<file path="config.mk">
export PLATFORM = sky130hd
export DESIGN_NAME = fault_campaign_seq_flat
export DESIGN_NICKNAME = d
export VERILOG_FILES = /design/src/rtl/fault_campaign_seq_if.sv /design/src/rtl/fault_campaign_seq.sv /design/src/flat_wrapper.sv
export SDC_FILE = /design/constraint.sdc
export NUM_CORES = 1
export LEC_CHECK = 0
export ABC_AREA = 1
export CORE_MARGIN = 2
export CORE_UTILIZATION = 53
export DETAILED_ROUTE_END_ITERATION = 8
export GPL_TIMING_DRIVEN = 0
export PLACE_DENSITY = 0.8
export SYNTH_ARGS = -nofsm -noshare
export SYNTH_HDL_FRONTEND = slang
export SYNTH_SLANG_ARGS = --single-unit
</file>
<file path="constraint.sdc">
create_clock -name clk -period 3.1 [get_ports clk]
set_input_delay 0.62 -clock clk [delete_from_list [all_inputs] [get_ports clk]]
set_output_delay 0.62 -clock clk [all_outputs]
set_load 0.02 [all_outputs]
</file>
<file path="src/rtl/fault_campaign_seq_if.sv">
// ============================================================================
// Module  : fault_campaign_seq_if
// Purpose : Bus between the fault-campaign sequencer and the residue-checked
//           adder: operands, residues, fault controls, sum and error flag.
// Rev     : 1.0  initial release
// ============================================================================
`default_nettype none

interface fault_campaign_seq_if #(
    parameter int NG = 128,
    parameter int W  = 4
);
    logic [W-1:0]  A;
    logic [W-1:0]  B;
    logic [1:0]    A_mod3;
    logic [1:0]    B_mod3;
    logic          Cin;
    logic [NG-1:0] fault_en_bus;
    logic          fault_val;
    logic [W:0]    Sout;
    logic          err;

    modport master (
        output A, B, A_mod3, B_mod3, Cin, fault_en_bus, fault_val,
        input  Sout, err
    );

    modport slave (
        input  A, B, A_mod3, B_mod3, Cin, fault_en_bus, fault_val,
        output Sout, err
    );
endinterface

`default_nettype wire

</file>
<file path="src/rtl/fault_campaign_seq.sv">
// ============================================================================
// Module  : fault_campaign_seq
// Purpose : Sweeps operands x GID x stuck-at value over a residue-checked
//           adder and classifies each vector into TP/TN/FP/FN counters.
// Rev     : 1.0  initial release
// ============================================================================
`default_nettype none

module fault_campaign_seq #(
    parameter int NG         = 128,
    parameter int W          = 4,
    parameter int SETTLE_CYC = 1,
    parameter int CNT_W      = 16,
    localparam int GW        = (NG > 1) ? $clog2(NG) : 1
) (
    input  wire logic             clk,
    input  wire logic             rst_n,
    input  wire logic             start,
    input  wire logic             nofault,
    input  wire logic [GW-1:0]    gid_first,
    input  wire logic [GW-1:0]    gid_last,
    fault_campaign_seq_if.master  bus,
    output logic                  busy,
    output logic                  done,
    output logic [CNT_W-1:0]      tp,
    output logic [CNT_W-1:0]      tn,
    output logic [CNT_W-1:0]      fp,
    output logic [CNT_W-1:0]      fn,
    output logic                  fn_pulse,
    output logic [GW-1:0]         fn_gid,
    output logic                  fn_sa,
    output logic [W-1:0]          fn_a,
    output logic [W-1:0]          fn_b,
    output logic                  fn_any
);

    localparam int             SW          = (SETTLE_CYC > 1) ? $clog2(SETTLE_CYC) : 1;
    localparam logic [SW-1:0]  SETTLE_LAST = SW'(SETTLE_CYC - 1);
    localparam logic [GW-1:0]  GID_MAX     = GW'(NG - 1);

    typedef enum logic [1:0] {
        IDLE  = 2'd0,
        DRIVE = 2'd1,
        CHECK = 2'd2,
        DONE  = 2'd3
    } state_t;

    state_t         state;
    logic [SW-1:0]  settle;
    logic [GW-1:0]  gid;
    logic [GW-1:0]  gid_end;
    logic           sa;
    logic           nf;
    logic [W-1:0]   a;
    logic [W-1:0]   b;

    logic [GW-1:0]  gid_last_clamped;
    logic [W:0]     ref_sum;
    logic           mismatch;
    logic           ab_wrap;
    logic           sa_wrap;
    logic           vec_last;
    logic [W-1:0]   nxt_a;
    logic [W-1:0]   nxt_b;
    logic           nxt_sa;
    logic [GW-1:0]  nxt_gid;

    function automatic logic [1:0] mod3(input logic [W-1:0] v);
        logic [31:0] t;
        t = 32'(v);
        return 2'(t % 32'd3);
    endfunction

    function automatic logic [NG-1:0] onehot(input logic [GW-1:0] g);
        logic [NG-1:0] o;
        o    = '0;
        o[g] = 1'b1;
        return o;
    endfunction

    function automatic logic [CNT_W-1:0] sat_inc(input logic [CNT_W-1:0] c);
        return (&c) ? c : c + 1'b1;
    endfunction

    always_comb begin
        gid_last_clamped = (gid_last > GID_MAX) ? GID_MAX : gid_last;
        // Carry-in is held at 0, so the reference sum needs no Cin term.
        ref_sum  = {1'b0, a} + {1'b0, b};
        mismatch = (bus.Sout != ref_sum);
        ab_wrap  = (&a) & (&b);
        sa_wrap  = ab_wrap & (nf | sa);
        vec_last = sa_wrap & (nf | (gid == gid_end));
        nxt_b    = b + 1'b1;
        nxt_a    = (&b) ? a + 1'b1 : a;
        nxt_sa   = (ab_wrap & ~nf) ? ~sa : sa;
        nxt_gid  = sa_wrap ? gid + 1'b1 : gid;
    end

    always_ff @(posedge clk) begin
        if (!rst_n) begin
            state            <= IDLE;
            settle           <= '0;
            gid              <= '0;
            gid_end          <= '0;
            sa               <= 1'b0;
            nf               <= 1'b0;
            a                <= '0;
            b                <= '0;
            bus.A            <= '0;
            bus.B            <= '0;
            bus.A_mod3       <= '0;
            bus.B_mod3       <= '0;
            bus.Cin          <= 1'b0;
            bus.fault_en_bus <= '0;
            bus.fault_val    <= 1'b0;
            busy             <= 1'b0;
            done             <= 1'b0;
            tp               <= '0;
            tn               <= '0;
            fp               <= '0;
            fn               <= '0;
            fn_pulse         <= 1'b0;
            fn_gid           <= '0;
            fn_sa            <= 1'b0;
            fn_a             <= '0;
            fn_b             <= '0;
            fn_any           <= 1'b0;
        end else begin
            done     <= 1'b0;
            fn_pulse <= 1'b0;
            bus.Cin  <= 1'b0;
            case (state)
                IDLE: begin
                    if (start) begin
                        tp      <= '0;
                        tn      <= '0;
                        fp      <= '0;
                        fn      <= '0;
                        fn_any  <= 1'b0;
                        nf      <= nofault;
                        gid_end <= gid_last_clamped;
                        if (!nofault && (gid_first > gid_last_clamped)) begin
                            state <= DONE;
                            done  <= 1'b1;
                        end else begin
                            gid              <= gid_first;
                            sa               <= 1'b0;
                            a                <= '0;
                            b                <= '0;
                            settle           <= '0;
                            bus.A            <= '0;
                            bus.B            <= '0;
                            bus.A_mod3       <= 2'd0;
                            bus.B_mod3       <= 2'd0;
                            bus.fault_en_bus <= nofault ? '0 : onehot(gid_first);
                            bus.fault_val    <= 1'b0;
                            busy             <= 1'b1;
                            state            <= DRIVE;
                        end
                    end
                end

                DRIVE: begin
                    if (settle == SETTLE_LAST) begin
                        settle <= '0;
                        state  <= CHECK;
                    end else begin
                        settle <= settle + 1'b1;
                    end
                end

                CHECK: begin
                    if (mismatch && bus.err) begin
                        tp <= sat_inc(tp);
                    end else if (mismatch) begin
                        fn       <= sat_inc(fn);
                        fn_pulse <= 1'b1;
                        fn_gid   <= gid;
                        fn_sa    <= sa;
                        fn_a     <= a;
                        fn_b     <= b;
                        fn_any   <= 1'b1;
                    end else if (bus.err) begin
                        fp <= sat_inc(fp);
                    end else begin
                        tn <= sat_inc(tn);
                    end

                    if (vec_last) begin
                        busy  <= 1'b0;
                        done  <= 1'b1;
                        state <= DONE;
                    end else begin
                        a                <= nxt_a;
                        b                <= nxt_b;
                        sa               <= nxt_sa;
                        gid              <= nxt_gid;
                        bus.A            <= nxt_a;
                        bus.B            <= nxt_b;
                        bus.A_mod3       <= mod3(nxt_a);
                        bus.B_mod3       <= mod3(nxt_b);
                        bus.fault_en_bus <= nf ? '0 : onehot(nxt_gid);
                        bus.fault_val    <= nf ? 1'b0 : nxt_sa;
                        state            <= DRIVE;
                    end
                end

                DONE: begin
                    bus.fault_en_bus <= '0;
                    bus.fault_val    <= 1'b0;
                    state            <= IDLE;
                end

                default: begin
                    state <= IDLE;
                end
            endcase
        end
    end

endmodule

`default_nettype wire
</file>
<file path="src/flat_wrapper.sv">
// flat-port wrapper written by rule: the top's interface ports become plain ports
module fault_campaign_seq_flat 
#(
    parameter int NG         = 128,
    parameter int W          = 4,
    parameter int SETTLE_CYC = 1,
    parameter int CNT_W      = 16,
    localparam int GW        = (NG > 1) ? $clog2(NG) : 1
)
  (clk, rst_n, start, nofault, gid_first, gid_last, busy, done, tp, tn, fp, fn, fn_pulse, fn_gid, fn_sa, fn_a, fn_b, fn_any, bus_A, bus_B, bus_A_mod3, bus_B_mod3, bus_Cin, bus_fault_en_bus, bus_fault_val, bus_Sout, bus_err);
  fault_campaign_seq_if #(.NG(NG), .W(W)) bus_i ();
  input  wire logic clk;
  input  wire logic rst_n;
  input  wire logic start;
  input  wire logic nofault;
  input  wire logic [GW-1:0] gid_first;
  input  wire logic [GW-1:0] gid_last;
  output logic busy;
  output logic done;
  output logic [CNT_W-1:0] tp;
  output logic [CNT_W-1:0] tn;
  output logic [CNT_W-1:0] fp;
  output logic [CNT_W-1:0] fn;
  output logic fn_pulse;
  output logic [GW-1:0] fn_gid;
  output logic fn_sa;
  output logic [W-1:0] fn_a;
  output logic [W-1:0] fn_b;
  output logic fn_any;
  output wire logic [$bits(bus_i.A)-1:0] bus_A;
  output wire logic [$bits(bus_i.B)-1:0] bus_B;
  output wire logic [$bits(bus_i.A_mod3)-1:0] bus_A_mod3;
  output wire logic [$bits(bus_i.B_mod3)-1:0] bus_B_mod3;
  output wire logic [$bits(bus_i.Cin)-1:0] bus_Cin;
  output wire logic [$bits(bus_i.fault_en_bus)-1:0] bus_fault_en_bus;
  output wire logic [$bits(bus_i.fault_val)-1:0] bus_fault_val;
  input wire logic [$bits(bus_i.Sout)-1:0] bus_Sout;
  input wire logic [$bits(bus_i.err)-1:0] bus_err;
  assign bus_A = bus_i.A;
  assign bus_B = bus_i.B;
  assign bus_A_mod3 = bus_i.A_mod3;
  assign bus_B_mod3 = bus_i.B_mod3;
  assign bus_Cin = bus_i.Cin;
  assign bus_fault_en_bus = bus_i.fault_en_bus;
  assign bus_fault_val = bus_i.fault_val;
  assign bus_i.Sout = bus_Sout;
  assign bus_i.err = bus_err;
  fault_campaign_seq #(.NG(NG), .W(W), .SETTLE_CYC(SETTLE_CYC), .CNT_W(CNT_W)) u_core (.clk(clk), .rst_n(rst_n), .start(start), .nofault(nofault), .gid_first(gid_first), .gid_last(gid_last), .bus(bus_i), .busy(busy), .done(done), .tp(tp), .tn(tn), .fp(fp), .fn(fn), .fn_pulse(fn_pulse), .fn_gid(fn_gid), .fn_sa(fn_sa), .fn_a(fn_a), .fn_b(fn_b), .fn_any(fn_any));
endmodule
</file>
Word level (Yosys, flattened, before mapping)

Cells that the tools add are included.

Add/sub/neg operators: 9
Multiply operators: 0
Divide/modulo/power cells: 2
Order comparisons: 6
Equal/unequal tests: 20
Shift operators: 0
Multiplexer cells: 75
Bitwise gates (word level): 11
Reductions and logical operators: 28

Operators with widths:

| operator                                                                | count |
|---|---|
| 128-bit two-way mux                                                     | 5 |
| 128-bit one-hot mux with 3 select lines                                 | 1 |
| 16-bit two-way mux                                                      | 14 |
| 16-bit one-hot mux with 2 select lines                                  | 4 |
| 16-bit by 1-bit adder with 16-bit output, second input constant         | 4 |
| 4-bit by 2-bit remainder unit with 32-bit output, second input constant | 2 |
| 16-bit AND reduction                                                    | 4 |
| 7-bit two-way mux                                                       | 5 |
| 4-bit AND reduction                                                     | 7 |
| 2-bit != test, second input constant                                    | 12 |
| 4-bit two-way mux                                                       | 5 |
| 1-bit two-way mux                                                       | 19 |
| 7-bit by 8-bit < comparator with 1-bit output, second input constant    | 2 |
| 2-bit two-way mux                                                       | 8 |
| 4-bit one-hot mux with 2 select lines                                   | 2 |
| 1-bit demux with 7-bit select                                           | 2 |
| 7-bit by 1-bit >= comparator with 1-bit output, second input constant   | 2 |
| 7-bit one-hot mux with 2 select lines                                   | 1 |
| 6-bit AND reduction                                                     | 2 |
| 1-bit one-hot mux with 2 select lines                                   | 5 |
| 4-bit by 1-bit adder with 4-bit output, second input constant           | 2 |
| 2-bit one-hot mux with 2 select lines                                   | 2 |
| 2-bit one-hot mux with 4 select lines                                   | 1 |
| 7-bit by 1-bit adder with 7-bit output, second input constant           | 1 |
| other kinds (22)                                                        | 39 |

Bits in registers: 244
Bits in latches: 0
RAM bits: 0
Bits in read-only memories: 0
Logic and storage cells: 175
Memories: 0

Longest topological paths before layout

Gate-level depths: netlist of run 1.

Depth after elaboration: 11
Mapped depth: 23
Mapped depth without buffers: 23

Worst setup path before layout of run 1

No wires, ideal clock.

Path type: reg-to-reg
Start point: register u_core.bus.B[0] (netlist name)
End point: register u_core.bus.A_mod3[0]
Setup time: 0.110 ns
Arrival: 2.674 ns
Required time: 2.990 ns
Slack: 0.316 ns
Cell stages (with the launch flop): 20
Period minus slack after synthesis: 2.784 ns
Cells stage by stage: dfxtp_1 > ha_1 > nand2_2 > nor2_4 > nand2_1 > nand2_1 > inv_1 > ha_1 > ha_1 > nor2_1 > nand4_1 > nand2_1 > inv_1 > ha_1 > nor2_1 > nand3_1 > nand3_1 > nand3_1 > nand2_1 > inv_1

RTL lines:

| what                 | line                        | RTL |
|---|---|---|
| to (signal assigned) | fault_campaign_seq.sv:200   | `bus.A_mod3 <= mod3(nxt_a);` |
| to (decl)            | fault_campaign_seq_if.sv:24 | `output A, B, A_mod3, B_mod3, Cin, fault_en_bus, fault_val,` |

==> metrics.log, run 1 <==
[metrics] result of the run: completed
[metrics] clock period minus worst slack: 3060 ps
[metrics] clock insertion delay at the later pin of the skew report: 540 ps
[metrics] worst-path maximum fanout: 10
[metrics] maximum buffer depth of the clock tree: 3
[metrics] number of nets in the layout: 2285
[metrics] area delta synth->final: 30.7%
[metrics] number of antenna violations at the first check in global routing: 0
[metrics] Data required, critical path: 3570 ps
[metrics] crit start category: flip-flop
[metrics] post-DR vias/cell: 5.61
[metrics] Yosys Warn Count: 0
[metrics] Post-Synthesis Mean Instance Area: 6.71 sq um
[metrics] max-cap check violation count: 0
[metrics] worst slack, placed: -569 ps
[metrics] number of hold-slack violations in the final timing report: 0
[metrics] DRC violation count after routing: 0
[metrics] area share of the largest cell type after synthesis: 37.3%
[metrics] most frequent cell on the critical path: sky130_fd_sc_hd__nor2_1
[metrics] Critical Path End Type: flip-flop
[metrics] total number of placement rows: 57
[metrics] floorplan die width: 161 microns
[metrics] number of max-slew violations in the final report: 0
[metrics] final critical-path share of the clock period: 98.6%
[metrics] height of the chip: 161 microns
[metrics] clock root buffer master: sky130_fd_sc_hd__clkbuf_16
[metrics] area of the die: 25900 sq um
[metrics] TritonRoute pass-1 iters: 6
[metrics] fill cell total of the finished layout: 2088
[metrics] power density over cell area: 645 nW/um^2
[metrics] number of distinct library cells after synthesis: 52
[metrics] most common library cells after synthesis: sky130_fd_sc_hd__nor2_1 (498), sky130_fd_sc_hd__o21ai_0 (295), sky130_fd_sc_hd__nand2_1 (278)
[metrics] Setup Crit Path Kind: flip-flop to flip-flop
[metrics] top-level port count: 250
[metrics] area inside the core boundary: 24200 sq um
[metrics] total area of multi-input combinational cells: 7440 sq um
[metrics] final-report setup violation count: 0
[metrics] Total Routing Usage GR: 32.6%
[metrics] worst min-delay path class: flip-flop to flip-flop
[metrics] residual antenna-violating net count after detailed routing: 0
[metrics] final routed wirelength across all metal layers: 43.8 mm
[metrics] number of enable flip-flop cells after synthesis: 0
[metrics] number of sinks on the clock net: 243
[metrics] area taken by flip-flops and latches: 4870 sq um
[metrics] number of port buffers: 248
[metrics] most area-consuming cells after synthesis: sky130_fd_sc_hd__dfxtp_1 (37%), sky130_fd_sc_hd__nor2_1 (14%), sky130_fd_sc_hd__o21ai_0 (11%)
[metrics] number of register bits inferred by synthesis: 243
[metrics] Static Leak: 6.17 nW
[metrics] effective utilization at floorplan: 53.8%
[metrics] final RePlAce weighted congestion: 0.974
[metrics] clock edge transition at the registers on the reported setup and hold paths: 60 ps
[metrics] total via count in the routed design: 14400
[metrics] detailed-placement wirelength estimate: 31.7 mm
[metrics] share of the yosys chip area belonging to registers: 37.3%
[metrics] Iter 0 DRT Violations: 1458
[metrics] Power, Total: 11.0 mW
[metrics] cell count after placement: 2516
[metrics] average wire length per cell after detail routing: 17.0 microns
[metrics] global-route wire length before repair: 69.0 mm
[metrics] clock skew: 10.2 ps
[metrics] count of inserted antenna diode cells: 0
[metrics] share of final-layout standard cells stronger than drive strength 1: 6.82%
[metrics] Yosys top cell by area: sky130_fd_sc_hd__dfxtp_1
[metrics] TritonCTS clock tree: done
[metrics] worst vdd ir: 0.000465 V
[metrics] tightest slew margin relative to the limit: 46.1%
[metrics] via count of the first global-routing pass: 13500
[metrics] Post-synth top flop: sky130_fd_sc_hd__dfxtp_1
[metrics] timing-limited maximum frequency: 327 MHz
[metrics] post-synthesis instance area: 13000 sq um
[metrics] Worst Hold Margin: 470 ps
[metrics] overflow left after global routing: 0
[metrics] dominant cell by count in the synthesized netlist: sky130_fd_sc_hd__nor2_1
[metrics] pin slew with the least headroom to its limit: 808 ps
[metrics] largest net degree at the start of global routing: 14
[metrics] synthesized net count: 2004
[metrics] clock buffers created by TritonCTS: 27
[metrics] critical-path cell list: ha_2 > nand2_2 > nor2_4 > buf_4 > nand4_4 > nor2_8 > nand2_2 > xor2_2 > buf_6 > nand4_1 > buf_2 > nor2_1 > nor2_1 > nor2_1
[metrics] critical-path cell with the highest stage delay: sky130_fd_sc_hd__dfxtp_2
[metrics] Slowest Stage Delay on Critical Path: 390 ps
[metrics] total negative slack for setup checks: 0 ps
[metrics] number of instances in the synthesized netlist: 1944
[metrics] CTS H-Tree Depth: 1
[metrics] slack of the critical path: 44.7 ps
[metrics] final standard cell count with taps included and fillers excluded: 2568
[metrics] arrival time reported for the critical path endpoint: 3520 ps
[metrics] fraction of registers with async set/reset: 0%
-- critical path, delay by kind of cell (launching register included) --
family | cells | cell delay, ps
buf+inv | 3 | 750
flops | 1 | 390
fa+ha+maj | 1 | 230
xor+xnor | 1 | 340
simple gates | 9 | 1270
-- path summary, 6_finish.rpt --
| path | start | end | slack (ps) | cells past startpoint |
|---|---|---|---|---|
| max | u_core.bus.B[1] | u_core.bus.fault_en_bus[11] | 40 | 14 |
| min | u_core.bus.fault_val | u_core.bus.fault_val | 470 | 2 |
| max reg2reg | u_core.bus.B[1] | u_core.bus.fault_en_bus[11] | 40 | 14 |
| min reg2reg | u_core.bus.fault_val | u_core.bus.fault_val | 470 | 2 |
-- sequential cells by signal, indices dropped and copies added, names as in the netlist, 2 cells and up --
name                     count
u_core.state                 2
u_core.fn_b                  4
u_core.tp                   16
u_core.bus.A_mod3            2
u_core.bus.A                 4
u_core.fn_a                  4
u_core.fp                   16
u_core.bus.fault_en_bus    128
u_core.bus.B_mod3            2
u_core.gid_end               7
u_core.fn                   16
u_core.gid                   7
u_core.bus.B                 4
u_core.fn_gid                7
u_core.tn                   16
-- cell families after synthesis --
family	after synthesis	share of synthesized area, %
AO/OA/AOI/OAI	430	16.9
XOR/XNOR	72	4.89
adder cells (fa/ha/maj)	36	3.51
buffers and inverters	203	6.29
flip-flops	243	37.3
other	1	0.0287
AND/OR/NAND/NOR	959	31.1
-- through the flow --
| stage | instance area, sq um | utilization (%) |
|---|---|---|
| after global routing | 17100 | 70.4 |
| after CTS | 16900 | 69.8 |
| after floorplan | 13000 | - |
| final | 17100 | 70.4 |
| after detailed placement | 15900 | 65.7 |
| after global placement | 15900 | 65.7 |
-- area by class of cell --
| class | count | area share (%) |
|---|---|---|
| Buffer | 104 | 2.75 |
| Clock buffer | 33 | 4.33 |
| Clock inverter | 15 | 1.38 |
| Inverter | 99 | 2.19 |
| Multi-Input combinational cell | 1498 | 43.6 |
| Sequential cell | 243 | 28.6 |
| Tap cell | 324 | 2.38 |
| Timing Repair Buffer | 252 | 14.8 |
-- layer usage --
layer | share of wire, % | wire length, microns | track usage [%] | up-vias
met5 | 0 | 0 | 0 | -
met4 | 4.7 | 2050 | 14.8 | 0
met3 | 9.1 | 3980 | 6.02 | 165
met2 | 46 | 20200 | 54.4 | 727
met1 | 40 | 17500 | 41.1 | 6538
li1 | - | - | - | 6974
-- timing repair --
action | CTS | global route
setup buffers | 1 | 3
setup endpoints to repair | 93 | 196
hold buffers | 0 | 0
pin swaps | 0 | 1
resized for setup | 4 | 50
endpoints found under the hold margin | 0 | 0
-- report_power, final --
part,switching (mW),internal (mW)
clock network,1.34,2.18
logic,2.21,1.39
registers,0.304,3.59
-- placed cells by master (no fill, tap or decap), types with 5 or more instances in the layout --
cell / n
sky130_fd_sc_hd__clkinv_2: 5
sky130_fd_sc_hd__nand2_1: 278
sky130_fd_sc_hd__clkdlybuf4s50_1: 243
sky130_fd_sc_hd__dlymetal6s2s_1: 5
sky130_fd_sc_hd__o21ai_2: 5
sky130_fd_sc_hd__buf_2: 20
sky130_fd_sc_hd__clkbuf_16: 27
sky130_fd_sc_hd__xnor2_1: 22
sky130_fd_sc_hd__xor2_1: 48
sky130_fd_sc_hd__nor2_1: 495
sky130_fd_sc_hd__inv_2: 7
sky130_fd_sc_hd__dfxtp_2: 5
sky130_fd_sc_hd__inv_1: 90
sky130_fd_sc_hd__o21ai_0: 294
sky130_fd_sc_hd__nand3_1: 69
sky130_fd_sc_hd__ha_1: 33
sky130_fd_sc_hd__dfxtp_1: 237
sky130_fd_sc_hd__clkbuf_2: 10
sky130_fd_sc_hd__a21oi_1: 116
sky130_fd_sc_hd__nand3_2: 7
sky130_fd_sc_hd__nor3_1: 14
sky130_fd_sc_hd__nand4_1: 46
sky130_fd_sc_hd__nor4_1: 7
sky130_fd_sc_hd__nand2_2: 14
sky130_fd_sc_hd__clkbuf_1: 66
sky130_fd_sc_hd__buf_4: 6
sky130_fd_sc_hd__bufinv_16: 6
Note: power is estimated with default switching activity, not from simulation.
==> inputs of run 2 (changes only) <==
--- a/config.mk
+++ b/config.mk
@@ -6,6 +6,7 @@
 export NUM_CORES = 1
 export LEC_CHECK = 0
 export ABC_AREA = 1
+export ABC_CLOCK_PERIOD_IN_PS = 3100
 export CORE_MARGIN = 2
 export CORE_UTILIZATION = 53
 export DETAILED_ROUTE_END_ITERATION = 8
==> results of run 2 <==
Final layout, timing and power as in run 1 (identical DEF).
==> inputs of run 3 (changes only) <==
==> constraint.sdc (replaced) <==
create_clock -name clk -period 3.1 [get_ports clk]
set_input_delay 0.62 -clock clk [delete_from_list [all_inputs] [get_ports clk]]
set_output_delay 0.62 -clock clk [all_outputs]
set_load 0.01 [all_outputs]
==> results of run 3 <==
The final DEF is identical to that of run 1. Status: completed.
Main changes from that run: total power 11.0 mW -> 10.7 mW; worst IR drop on VDD 0.000465 V -> 0.000464 V
